### src/rtl/alu_result_serializer_pkg.sv
// Shared constants and serializer FSM encoding for the ALU -> UART result path.
package alu_result_serializer_pkg;

  localparam int unsigned DefDataWidth = 8;
  localparam int unsigned DefFifoDepth = 4;

  typedef enum logic [2:0] {
    StIdle   = 3'd0,
    StSendLo = 3'd1,
    StWaitLo = 3'd2,
    StSendHi = 3'd3,
    StWaitHi = 3'd4
  } ser_state_e;

endpackage

### src/rtl/result_fifo.sv
// Synchronous FIFO with registered full flag; same-edge read and write allowed when full.
module result_fifo
  import alu_result_serializer_pkg::*;
#(
  parameter int unsigned WIDTH = 2 * DefDataWidth,
  parameter int unsigned DEPTH = DefFifoDepth
) (
  input  logic                         clk,
  input  logic                         rst,
  input  logic                         wr_en,
  input  logic [WIDTH-1:0]             wr_data,
  input  logic                         rd_en,
  output logic [WIDTH-1:0]             rd_data,
  output logic [$clog2(DEPTH+1)-1:0]   count,
  output logic                         full,
  output logic                         empty
);

  localparam int unsigned PtrW = $clog2(DEPTH);
  localparam int unsigned CntW = $clog2(DEPTH + 1);

  logic [WIDTH-1:0] mem_q [DEPTH];
  logic [PtrW-1:0]  wr_ptr_q, rd_ptr_q;
  logic [CntW-1:0]  count_q, count_d;
  logic             full_q;
  logic             do_wr, do_rd;

  assign do_rd = rd_en && (count_q != '0);
  // A write into a full FIFO is only legal when it frees a slot on the same edge.
  assign do_wr = wr_en && ((count_q != CntW'(DEPTH)) || do_rd);

  always_comb begin
    count_d = count_q;
    if (do_wr && !do_rd) begin
      count_d = count_q + CntW'(1);
    end else if (!do_wr && do_rd) begin
      count_d = count_q - CntW'(1);
    end
  end

  always_ff @(posedge clk or posedge rst) begin
    if (rst) begin
      wr_ptr_q <= '0;
      rd_ptr_q <= '0;
      count_q  <= '0;
      full_q   <= 1'b0;
      for (int i = 0; i < int'(DEPTH); i++) begin
        mem_q[i] <= '0;
      end
    end else begin
      if (do_wr) begin
        mem_q[wr_ptr_q] <= wr_data;
        wr_ptr_q        <= wr_ptr_q + PtrW'(1);
      end
      if (do_rd) begin
        rd_ptr_q <= rd_ptr_q + PtrW'(1);
      end
      count_q <= count_d;
      full_q  <= (count_d == CntW'(DEPTH));
    end
  end

  assign rd_data = mem_q[rd_ptr_q];
  assign count   = count_q;
  assign full    = full_q;
  assign empty   = (count_q == '0);

endmodule

### src/rtl/alu_result_serializer.sv
// Buffers ALU results and sends each as two bytes (low first) over a valid/busy handshake.
module alu_result_serializer
  import alu_result_serializer_pkg::*;
#(
  parameter int unsigned DATA_WIDTH = DefDataWidth,
  parameter int unsigned FIFO_DEPTH = DefFifoDepth
) (
  input  logic                    clk,
  input  logic                    rst,
  input  logic [2*DATA_WIDTH-1:0] alu_out,
  input  logic                    alu_out_vld,
  input  logic                    tx_busy,
  output logic [DATA_WIDTH-1:0]   tx_p_data,
  output logic                    tx_data_valid,
  output logic                    fifo_full,
  output logic                    overflow
);

  localparam int unsigned WordW = 2 * DATA_WIDTH;
  localparam int unsigned CntW  = $clog2(FIFO_DEPTH + 1);

  ser_state_e       state_q;
  logic [WordW-1:0] hold_q;
  logic [WordW-1:0] fifo_rd_data;
  logic [CntW-1:0]  fifo_count;
  logic             fifo_empty;
  logic             pop;
  logic             drop;

  assign pop  = (state_q == StIdle) && !fifo_empty;
  assign drop = alu_out_vld && (fifo_count == CntW'(FIFO_DEPTH)) && !pop;

  result_fifo #(
    .WIDTH (WordW),
    .DEPTH (FIFO_DEPTH)
  ) u_fifo (
    .clk     (clk),
    .rst     (rst),
    .wr_en   (alu_out_vld),
    .wr_data (alu_out),
    .rd_en   (pop),
    .rd_data (fifo_rd_data),
    .count   (fifo_count),
    .full    (fifo_full),
    .empty   (fifo_empty)
  );

  always_ff @(posedge clk or posedge rst) begin
    if (rst) begin
      state_q       <= StIdle;
      hold_q        <= '0;
      tx_p_data     <= '0;
      tx_data_valid <= 1'b0;
      overflow      <= 1'b0;
    end else begin
      if (drop) begin
        overflow <= 1'b1;
      end
      unique case (state_q)
        StIdle: begin
          if (pop) begin
            hold_q        <= fifo_rd_data;
            tx_p_data     <= fifo_rd_data[DATA_WIDTH-1:0];
            tx_data_valid <= 1'b1;
            state_q       <= StSendLo;
          end
        end
        StSendLo: begin
          if (tx_busy) begin
            tx_data_valid <= 1'b0;
            state_q       <= StWaitLo;
          end
        end
        StWaitLo: begin
          if (!tx_busy) begin
            tx_p_data     <= hold_q[WordW-1:DATA_WIDTH];
            tx_data_valid <= 1'b1;
            state_q       <= StSendHi;
          end
        end
        StSendHi: begin
          if (tx_busy) begin
            tx_data_valid <= 1'b0;
            state_q       <= StWaitHi;
          end
        end
        StWaitHi: begin
          // Returning through idle leaves a one-cycle gap before the next pop.
          if (!tx_busy) begin
            state_q <= StIdle;
          end
        end
        default: begin
          state_q <= StIdle;
        end
      endcase
    end
  end

endmodule

### config.mk
export PLATFORM = sky130hd
export DESIGN_NAME = alu_result_serializer
export DESIGN_NICKNAME = d
export VERILOG_FILES = /design/src/rtl/alu_result_serializer_pkg.sv /design/src/rtl/result_fifo.sv /design/src/rtl/alu_result_serializer.sv
export SDC_FILE = /design/constraint.sdc
export NUM_CORES = 1
export LEC_CHECK = 0
export ABC_AREA = 1
export CORE_MARGIN = 2
export CORE_UTILIZATION = 50
export DETAILED_ROUTE_END_ITERATION = 10
export GPL_ROUTABILITY_DRIVEN = 0
export PLACE_DENSITY = 0.69
export SYNTH_ARGS = -nofsm -noshare
export SYNTH_HDL_FRONTEND = slang
export SYNTH_HIERARCHICAL = 1
export SYNTH_SLANG_ARGS = --single-unit
### constraint.sdc
create_clock -name clk -period 3.5 [get_ports clk]
set_clock_uncertainty 0.05 [all_clocks]
set_input_delay 1.05 -clock clk [delete_from_list [all_inputs] [get_ports clk]]
set_output_delay 1.05 -clock clk [all_outputs]
set_load 0.02 [all_outputs]
Word-level counts from Yosys, hierarchy flattened
Cells that the tools add are included.
Widths: inputs -> output; s select.

word-level totals
  register bits after elaboration = 101
  input port bits = 20
  output and inout bits = 11
  word-level logic and storage cells = 79

operators by class
  add/subtract/negate cells = 4
  order comparisons = 3
  eq/ne operators = 13
  multiplexer cells = 21
  bitwise logic cells = 2
  reduce and logical (&&, ||, !) cells = 23

operators by type and width
  operator             count
  $bwmux 64            1
  $mux 16              3
  $bmux 16 s2          1
  $demux 16 s2         1
  $mux 3               7
  $mux 8               2
  $pmux 8 s2           1
  $pmux 3 s5           1
  $ne 2x2->1 const B   5
  $eq 3x3->1 const B   3
  $logic_and 1x1->1    8
  $eq 3x2->1 const B   2
  $ge 3x3->1 const B   2
  $logic_not 3->1      2
  $not 2->3            2
  $reduce_bool 3->1    2
  $reduce_and 5->1     1
  $add 2x1->2 const B  2
  $logic_not 1->1      4
  $reduce_and 4->1     1
  $add 3x1->3 const B  1
  $eq 3x1->1 const B   1
  $lt 3x1->1 const B   1
  $mux 1               3
  9 further kinds      9

Depth between registers and ports, before layout
  depth in word-level cells = 11
  depth in mapped cells = 16
  gate-level depth less buffers = 15

Cells and area by module
Netlist, hierarchy kept.

modules (own cells, without submodules)
  module                 times used  cells an instance  area an instance (sq um)  seq. area each (sq um)
  result_fifo            1           375                3523.4                    1801.7
  alu_result_serializer  1           130                1032.2                    525.5

Least setup slack after synthesis
OpenSTA, ideal clock, no wires.

  path kind = reg-to-reg
  start = register u_fifo.count_q[0], in the netlist u_fifo/count[0]
  end = register u_fifo/mem_q[18] in the netlist's numbering
  setup time = 0.122 ns
  data arrival time = 1.865 ns
  slack = 1.463 ns
  stages on the path, launching flop included = 16
  buffers on the path = 2
  period minus slack after synthesis = 2.037 ns
  cell sequence = dfrtp_1 -> inv_1 -> ha_1 -> nand2_2 -> inv_1 -> nand3b_4 -> inv_1 -> buf_4 -> inv_2 -> nand3_2 -> nand2_4 -> inv_8 -> nand2_4 -> buf_6 -> nand2_1 -> o21ai_2

between the ends
  word-level cells in the longest chain between the ends = 6
  elaborated cells between the ends (all ways) = 8
  classes of those cells = 1 x eq/ne; 7 x reduce/logical

ends and longest elaborated chain
  item                            line                         source
  start: declaration              result_fifo.sv:24            logic [CntW-1:0] count_q, count_d;
  start signal: assignment        result_fifo.sv:58            count_q <= count_d;
  $logic_not 3->1                 result_fifo.sv:66            assign empty = (count_q == '0);
  net fifo_empty                  alu_result_serializer.sv:26  logic fifo_empty;
  $logic_not 1->1                 alu_result_serializer.sv:30  assign pop = (state_q == StIdle) && !fifo_empty;
  $logic_and 1x1->1               alu_result_serializer.sv:30
  net pop                         alu_result_serializer.sv:27  logic pop;
  $logic_and 1x1->1               result_fifo.sv:28            assign do_rd = rd_en && (count_q != '0);
  $logic_or 1x1->1                result_fifo.sv:30            assign do_wr = wr_en && ((count_q != CntW'(DEPTH)) || do_rd);
  $logic_and 1x1->1               result_fifo.sv:30
  end signal: indexed assignment  result_fifo.sv:52            mem_q[wr_ptr_q] <= wr_data;
  end: declaration                result_fifo.sv:22            logic [WIDTH-1:0] mem_q [DEPTH];

The timed path passes the listed nets, and every way through them passes these cells.
A chain may end at the register's enable or synchronous reset.

Worst setup path after layout
  start = register u_fifo.count_q[0], in the netlist u_fifo/count[0]
  end = register u_fifo/mem_q[61] in the netlist's numbering

between the ends
  word-level cells in the longest chain between the ends = 6
  elaborated cells between the ends (all ways) = 8
  classes of those cells = 1 x eq/ne; 7 x reduce/logical

ends and longest elaborated chain
  item               line
  $logic_not 3->1    result_fifo.sv:66
  net fifo_empty     alu_result_serializer.sv:26
  $logic_not 1->1    alu_result_serializer.sv:30
  $logic_and 1x1->1  alu_result_serializer.sv:30
  $logic_and 1x1->1  result_fifo.sv:28
  $logic_or 1x1->1   result_fifo.sv:30
  $logic_and 1x1->1  result_fifo.sv:30

The timed path passes the listed nets, and every way through them passes these cells.

==> impl_metrics.json <==
{
  "boundaryPins": 31,
  "area_growth_pct": 10.5,
  "synth_area_mm2": 0.00456,
  "synth-edff-count": 0,
  "relSlewSlack": 0.336,
  "wirelength_um": 9200,
  "layout_setup_ws_ns": 0.983,
  "num_vias": 3349,
  "dr.pass1.iters": 4,
  "dieArea_mm2": 0.00989,
  "ys_ff_latch": 93,
  "synthArstFlopShare": 1.00,
  "min_from": "u_fifo/mem_q[46]",
  "synth_area_per_cell_um2": 9.02,
  "synth-main-ff-cell": "dfrtp_1",
  "syn_nets": 532,
  "grtUsageTotal": 0.201,
  "hp-class": "register to register",
  "synth_cells": 505,
  "n_fill_cell": 817,
  "drv_cap": 0,
  "hpwl_um": 5850,
  "clk_pin_slew_ns": 0.09,
  "nets": 551,
  "wire_per_inst_um": 14.4,
  "busiest_layer": "met2",
  "dieHeight_um": 99.5,
  "htreeDepth": 3,
  "start_kind": "register",
  "placed_cell_area_mm2": 0.00481,
  "finalSetupTns_ns": 0,
  "cp-end-kind": "register",
  "grt_pass1_vias": 3192,
  "clock_sinks": 93,
  "antenna_left": 0,
  "reg2reg_from": "u_fifo/count[0]",
  "clkLatencyLatePin_ns": 0.36,
  "antenna_found_initial": 0,
  "cts_setup_buffers": 0,
  "clk_path_buf_depth": 2,
  "ff2ff_setup_slack_ns": 0.98,
  "yosysMostFrequentCell": "nand2_1",
  "worstRegToRegCells": 13,
  "max_freq_mhz": 397,
  "met2_usage": 0.322,
  "hold_buffers": 0,
  "path_max_fanout": 32,
  "hold_viol_final": 0,
  "total_power_w": 0.00492,
  "cts_resized": 0,
  "cts_tree": "yes",
  "cp.required_ns": 3.69,
  "maxSlewViolCount": 0,
  "yosysSeqAreaShare": 0.511,
  "yosys-top-cells-area": "dfrtp_1 51%, nand2_1 12%, o21ai_2 8.8%, o21ai_0 4.0%, nor2_1 3.4%",
  "worstPathArrival_ns": 2.70,
  "synth_top_cell_by_area": "dfrtp_1",
  "p_leak_nw": 2.49,
  "ir_drop_uv": 384,
  "p_per_area_mw_per_mm2": 978,
  "std_cell_rows": 34,
  "stdcell_area_mm2": 0.00503,
  "hold-path-endpoint": "u_fifo/mem_q[46]",
  "drive_above_1_share": 0.163,
  "post-place-ws_ns": 0.962,
  "fin_crit_sh": 0.719,
  "met1_usage": 0.283,
  "yosysTopAreaCellShare": 0.511,
  "grt.met3_usage": 0.0408,
  "rsz0062_at_grt": "no",
  "synth_cell_types": 28,
  "cts_buffers": 9,
  "final-setup-viol-count": 0,
  "whs_path_depth": 2,
  "die_w_um": 99.5,
  "drtIter0Drc": 241,
  "drc": 0,
  "critPathKind": "register to register",
  "netlist_top_cells_count": "145 x nand2_1, 93 x dfrtp_1, 46 x o21ai_2",
  "start_util": 0.520,
  "n_antenna_cell": 0,
  "outcome": "finished clean",
  "grt_first_pass_wirelength_um": 15800,
  "crit-reg2reg-capture": "u_fifo/mem_q[61]",
  "tightestPinTransition_ns": 0.995,
  "synth_warnings": 6,
  "via_per_inst": 5.26,
  "root_buffer": "clkbuf_8",
  "fin_crit_ns": 2.52,
  "core_area_mm2": 0.00876,
  "gr-total-overflow": 0,
  "port_buffers": 30,
  "grt_max_degree": 73
}
critical path, cell delays in order (launching register included):
cell and delay [ns]:
dfrtp_1 0.42, inv_1 0.10, ha_1 0.24, nand2_2 0.12, inv_1 0.07, nand3b_4 0.19, inv_1 0.36, inv_2 0.06
nand3_2 0.10, nand2_4 0.08, inv_8 0.10, nand2_4 0.25, nand2_1 0.18, o21ai_2 0.07
metal layers:
metal  vias to the layer above  part of all wire
met5                         -                 0
met3                         6             0.044
met4                         0            0.0058
met2                        62              0.48
met1                      1607              0.47
li1                       1674                 -
cell usage in the layout, fill, tap and decap left out, types with 2 or more instances in the layout:
cell | synthesis | final
nand2_1 | 145 | 145
ha_1 | 7 | 7
o21ai_1 | 20 | 20
clkbuf_8 | 0 | 9
bufinv_16 | 0 | 2
nor2_1 | 41 | 41
nand2_2 | 3 | 3
inv_6 | 0 | 2
clkdlybuf4s50_1 | 0 | 30
nand2_4 | 5 | 5
a21oi_2 | 2 | 2
o21ai_0 | 36 | 36
nand3_2 | 4 | 4
nand3_1 | 15 | 15
nand4_1 | 2 | 2
o21ai_2 | 46 | 46
xor2_1 | 2 | 2
inv_2 | 4 | 5
o22ai_1 | 16 | 16
dfrtp_1 | 93 | 93
inv_1 | 35 | 34
state kept, by name, indices dropped and copies added, names as in the netlist:
name / flops
hold_q: 8
tx_p_data: 8
u_fifo/count: 3
overflow: 1
u_fifo/full: 1
u_fifo/wr_ptr_q: 2
tx_data_valid: 1
state_q: 3
u_fifo/mem_q: 64
u_fifo/rd_ptr_q: 2
stage by stage:
| step | utilization | hold slack (ns) | instances |
|---|---|---|---|
| 2_1_floorplan | - | 0.400 | 505 |
| 3_3_place_gp | 0.549 | 0.409 | 621 |
| 3_5_place_dp | 0.549 | 0.411 | 621 |
| 4_1_cts | 0.574 | 0.433 | 637 |
| 5_1_grt | 0.574 | 0.453 | 637 |
| 6_report | 0.574 | 0.429 | 637 |
area by class of cell:
class / count / area (um2) / share of cell area
Sequential cell: 93 / 2330 / 0.462
Multi-Input combinational cell: 348 / 1860 / 0.370
Timing Repair Buffer: 32 / 328 / 0.0651
Inverter: 40 / 158 / 0.0313
Tap cell: 108 / 135 / 0.0269
Clock buffer: 10 / 128 / 0.0254
Clock inverter: 6 / 93.8 / 0.0186
kinds of logic (layout without fill, tap and decap cells):
logic type,after synthesis,after routing,share of synthesized area
AND/OR/NAND/NOR,218,218,0.208
AO/OA/AOI/OAI,121,121,0.177
flip-flops,93,93,0.511
buffers and inverters,64,88,0.0802
adder cells (fa/ha/maj),7,7,0.0192
XOR/XNOR,2,2,0.00385
where the power goes:
group	switching [W]	leakage [nW]	internal, W	total (W)
clock network	0.000393	0.107	0.000409	0.000802
registers	0.000321	1.16	0.00157	0.00189
logic	0.00141	1.22	0.000819	0.00223
how the worst max path moves through the flow:
stage | from | to | slack [ns] | depth (start not counted)
2_1_floorplan | rst | u_fifo/count[0] | 0.58 | 1
3_3_place_gp | alu_out_vld | u_fifo/mem_q[51] | 0.99 | 6
3_5_place_dp | alu_out_vld | u_fifo/mem_q[54] | 0.96 | 6
4_1_cts | u_fifo/count[0] | u_fifo/mem_q[61] | 0.96 | 13
5_1_grt | u_fifo/count[0] | u_fifo/mem_q[60] | 0.77 | 13
6_report | u_fifo/count[0] | u_fifo/mem_q[61] | 0.98 | 13
No activity file was read; power rests on OpenSTA's default activity.
